$ cat src/rtl/cla16_pipe_adder.sv
// cla16_pipe_adder: two-stage valid/ready 16-bit carry-lookahead add/subtract with nibble group signals
module cla16_pipe_adder (
    input  logic        clk,
    input  logic        rst_n,
    input  logic        in_valid,
    output logic        in_ready,
    input  logic [15:0] a,
    input  logic [15:0] b,
    input  logic        sub,
    input  logic        cin,
    output logic        out_valid,
    input  logic        out_ready,
    output logic [15:0] sum,
    output logic        cout,
    output logic        ovf,
    output logic        pb_n,
    output logic        gb_n
);
    logic [15:0] bx, p, g;
    logic        c0;
    logic [3:0]  pb, gb;
    logic        s1_valid, s1_c0, s1_sub;
    logic [15:0] s1_a, s1_bx;
    logic [3:0]  s1_pb, s1_gb;
    logic        s1_load, s2_load;
    logic [15:0] x, q, h, nsum;
    logic [3:0]  np, ng;
    logic [4:0]  nc;
    logic        ci, c, blk_g;

    assign bx = sub ? ~b : b;
    assign c0 = sub | cin;
    assign p  = a | bx;
    assign g  = a & bx;

    for (genvar k = 0; k < 4; k++) begin : g_nib
        assign pb[k] = ~&p[4*k +: 4];
        assign gb[k] = ~(g[4*k+3] | (p[4*k+3] & g[4*k+2]) | (&p[4*k+2 +: 2] & g[4*k+1]) | (&p[4*k+1 +: 3] & g[4*k]));
    end

    assign in_ready = ~s1_valid | ~out_valid | out_ready;
    assign s1_load  = in_valid & in_ready;
    assign s2_load  = s1_valid & (~out_valid | out_ready);

    always_ff @(posedge clk) begin
        if (s1_load) begin
            s1_a   <= a;
            s1_bx  <= bx;
            s1_c0  <= c0;
            s1_sub <= sub;
            s1_pb  <= pb;
            s1_gb  <= gb;
        end
    end

    assign np    = ~s1_pb;
    assign ng    = ~s1_gb;
    assign ci    = s1_c0 | s1_sub;
    assign blk_g = ng[3] | (np[3] & ng[2]) | (&np[3:2] & ng[1]) | (&np[3:1] & ng[0]);
    assign nc[0] = ci;
    assign nc[1] = ng[0] | (np[0] & ci);
    assign nc[2] = ng[1] | (np[1] & ng[0]) | (&np[1:0] & ci);
    assign nc[3] = ng[2] | (np[2] & ng[1]) | (&np[2:1] & ng[0]) | (&np[2:0] & ci);
    assign nc[4] = blk_g | (&np & ci);

    assign x = s1_a ^ s1_bx;
    assign q = s1_a | s1_bx;
    assign h = s1_a & s1_bx;

    always_comb begin
        nsum = '0;
        c    = 1'b0;
        for (int k = 0; k < 4; k++) begin
            c = nc[k];
            for (int j = 0; j < 4; j++) begin
                nsum[4*k+j] = x[4*k+j] ^ c;
                c = h[4*k+j] | (q[4*k+j] & c);
            end
        end
    end

    always_ff @(posedge clk) begin
        if (!rst_n) begin
            s1_valid  <= 1'b0;
            out_valid <= 1'b0;
            sum       <= '0;
            cout      <= 1'b0;
            ovf       <= 1'b0;
            pb_n      <= 1'b1;
            gb_n      <= 1'b1;
        end else begin
            s1_valid  <= s1_load | (s1_valid & ~s2_load);
            out_valid <= s2_load | (out_valid & ~out_ready);
            if (s2_load) begin
                sum  <= nsum;
                cout <= nc[4];
                ovf  <= (s1_a[15] == s1_bx[15]) & (nsum[15] != s1_a[15]);
                pb_n <= |s1_pb;
                gb_n <= ~blk_g;
            end
        end
    end
endmodule

$ cat config.mk
export PLATFORM = sky130hd
export DESIGN_NAME = cla16_pipe_adder
export DESIGN_NICKNAME = d
export VERILOG_FILES = /design/src/rtl/cla16_pipe_adder.sv
export SDC_FILE = /design/constraint.sdc
export NUM_CORES = 1
export LEC_CHECK = 0
export BUFFER_PORTS_ARGS = -buffer_cell sky130_fd_sc_hd__buf_2
export CAP_MARGIN = 10
export CORE_MARGIN = 4
export CORE_UTILIZATION = 25
export DETAILED_ROUTE_END_ITERATION = 6
export PLACE_DENSITY = 0.45
export SLEW_MARGIN = 20
export SYNTH_ARGS = -nofsm -noshare
export SYNTH_HDL_FRONTEND = slang
export SYNTH_SLANG_ARGS = --single-unit
$ cat constraint.sdc
create_clock -name clk -period 3.4 [get_ports clk]
set_input_delay 0.34 -clock clk [delete_from_list [all_inputs] [get_ports clk]]
set_output_delay 0.34 -clock clk [all_outputs]
set_load 0.03 [all_outputs]
==> impl_metrics.json <==
{
  "status": "finished, final reports clean",
  "max-clock-path-buffers": 2,
  "ctsHoldBuffers": 0,
  "start_util_pct": 25.9,
  "rsz0062_at_grt": "false",
  "postCtsSetupRepairBufs": 0,
  "io_pins": 60,
  "drt_pass1_iterations": 6,
  "combPwrFrac_pct": 13.1,
  "whs_ns": 0.231,
  "synthDistinctLibCells": 34,
  "antenna_left": 0,
  "critical_path_class": "flop to flop",
  "vias": 1977,
  "end_kind": "flop",
  "syn_inst": 250,
  "dieArea_sq_um": 13900,
  "gp_congestion": 0.719,
  "first_iter_violations": 65,
  "area_growth_pct": 25.3,
  "pwr-share-seq_pct": 42.3,
  "yosysSeqAreaShare_pct": 56.5,
  "swShare_pct": 24.5,
  "wl_per_cell_um": 13.0,
  "mappedNetlistArea_sq_um": 3010,
  "drc": 0,
  "power_leakage_nw": 1.55,
  "setup.worst_path.start_class": "flop",
  "p_int_mw": 1.65,
  "cts.reportedPaths.clkPinSlew_ns": 0.06,
  "wl_mm": 6.00,
  "cp_max_fo": 3,
  "final_cell_area_sq_um": 3780,
  "fin_tns_setup_ns": 0,
  "slew_headroom_pct": 35.1,
  "grt_pass1_wl_mm": 9.97,
  "cts_buffers": 9,
  "synth_warnings": 0,
  "fp-row-count": 39,
  "critPathArrivalTime_ns": 2.80,
  "power_per_cell_area_nw_per_um2": 580,
  "h-tree-depth": 3,
  "diodes": 0,
  "grt_pass1_vias": 2028,
  "period_minus_slack_ns": 2.59,
  "ir_drop_uv": 298,
  "cts_resized": 0,
  "grt_use_total_pct": 9.07,
  "synth_nets": 300,
  "drv_slew": 0,
  "worstPathRequired_ns": 3.61,
  "worst_slew_pin_slew_ns": 0.974,
  "via_per_inst": 4.30,
  "clock_latency_ns": 0.32,
  "final-hold-violation-count": 0,
  "setup_viol": 0,
  "cts_tree": "yes",
  "synth-edff-count": 42,
  "worst_slack_ns": 0.809,
  "gr-total-overflow": 0,
  "root_buffer": "clkbuf_16",
  "antenna_found_initial": 0,
  "layout.nets": 362,
  "die_x_um": 118,
  "clock_sink_count": 64,
  "dp_hpwl_mm": 4.45,
  "finalClockSkew_ns": 0.00728,
  "die_h_um": 118,
  "core-area_sq_um": 11600,
  "postSynthAreaPerCell_sq_um": 12.1,
  "worst_hold_path_type": "primary input to flop",
  "place_area_sq_um": 3450,
  "synth-seq-cells": 64,
  "portBuffers": 59,
  "timing.final.crit_share_pct": 76.2,
  "pre_cts_ws_ns": 0.793,
  "clock_power_share_pct": 44.6,
  "power_switching_mw": 0.535,
  "drive_gt1_share_pct": 26.2,
  "grt_max_degree": 43,
  "synthArstFlopShare_pct": 0,
  "nFillCells": 1181,
  "max_freq_mhz": 386,
  "cap_violations": 0,
  "synth_ff_type": "edfxtp_1"
}
routing by layer:
| metal | vias up | track usage, % | wire [um] |
|---|---|---|---|
| met5 | - | 0 | 0 |
| met4 | 0 | 3.52 | 87 |
| met3 | 6 | 3.32 | 335 |
| met2 | 43 | 14.3 | 2830 |
| met1 | 919 | 11.3 | 2740 |
| li1 | 1009 | - | - |
cells in the final DEF, fill, tap and decap left out, types with 2 or more instances in the layout:
cell type / instances
nand2_1: 36
xor2_1: 15
fa_1: 12
buf_4: 2
a222oi_1: 3
a21oi_1: 4
bufinv_16: 2
o211a_1: 8
a21boi_0: 9
nor2b_1: 6
edfxtp_1: 42
clkbuf_16: 9
o21ai_0: 13
dfxtp_1: 22
nand3_1: 4
inv_1: 16
nor2_1: 2
o21a_1: 3
o211ai_1: 4
o22ai_1: 8
clkinvlp_4: 3
buf_2: 59
nand2b_1: 7
xnor2_1: 8
o221ai_1: 5
nand3b_1: 3
cells in the mapped netlist, drive strengths merged (2+ instances only):
cell type  instances  share of area (%)
a21boi             9                2.2
a21oi              4               0.66
a222oi             3                1.0
and2               2               0.50
buf                8                1.5
clkbuf             2               0.25
dfxtp             22                 15
edfxtp            42                 42
fa                12                8.0
inv               16                2.0
nand2             36                4.5
nand2b             7                1.5
nand3              4               0.66
nand3b             3               0.75
nor2               2               0.25
nor2b              7                1.5
o211a              8                2.7
o211ai             4                1.0
o21a               3               0.75
o21ai             13                2.2
o221ai             5                1.5
o22ai              8                1.7
xnor2              8                2.3
xor2              16                4.9
cell type report:
type | instances | area, sq um | area share [%]
flip-flops and latches | 64 | 1700 | 45.1
multi-input cells | 160 | 1200 | 31.9
repair buffers | 61 | 310 | 8.22
clock buffers | 9 | 225 | 5.96
well taps | 143 | 179 | 4.74
clock inverters | 7 | 96.3 | 2.55
inverters | 16 | 60.1 | 1.59
power by group through the flow:
| stage | logic (mW) | registers, mW | clock network [mW] |
|---|---|---|---|
| final | 0.286 | 0.926 | 0.976 |
| after global routing | 0.327 | 0.933 | 1.04 |
| after CTS | 0.293 | 0.928 | 1.00 |
| after detailed placement | 0.292 | 0.944 | 0 |
| after global placement | 0.290 | 0.944 | 0 |
| after floorplan | 0.160 | 0.978 | 0 |
metrics by stage:
step | util (%) | total power [mW] | cells
final | 32.5 | 2.19 | 460
after global routing | 32.5 | 2.30 | 460
after CTS | 32.5 | 2.22 | 460
after detailed placement | 29.7 | 1.24 | 444
after global placement | 29.7 | 1.23 | 444
after floorplan | - | 1.14 | 250
registers in the layout, indices dropped and copies added (netlist names), 4 cells and up:
| signal | cells |
|---|---|
| s1_pb | 4 |
| s1_bx | 16 |
| s1_gb | 4 |
| s1_a | 16 |
| sum | 16 |
kinds of logic (layout without fill, tap and decap cells):
group	after synthesis	in the layout	synth area share, %
buffers and inverters	26	93	3.70
DFF	64	64	56.5
AOI/OAI and AO/OA	59	59	14.1
adders and majority gates	13	13	8.35
and+or+nand+nor	64	64	10.2
xor gates and xnor gates	24	24	7.23
worst paths after layout:
kind / from / end / slack [ns] / cells after the start
max: s1_sub / sum[15] / 0.81 / 12
max reg2reg: s1_sub / sum[15] / 0.81 / 12
min: a[0] / s1_a[0] / 0.23 / 1
min reg2reg: sum[4] / sum[4] / 0.46 / 2
critical path: stages, from the launching register on:
cell and delay [ns]:
edfxtp_1 0.37, nor2_1 0.18, o21a_1 0.16, o21a_1 0.15, o21ai_0 0.10, fa_1 0.39, fa_1 0.36, inv_1 0.07
fa_1 0.21, xnor2_1 0.14, xnor2_1 0.14, nand2_1 0.07, o211a_1 0.13
Power figures use the tool's default switching activity.
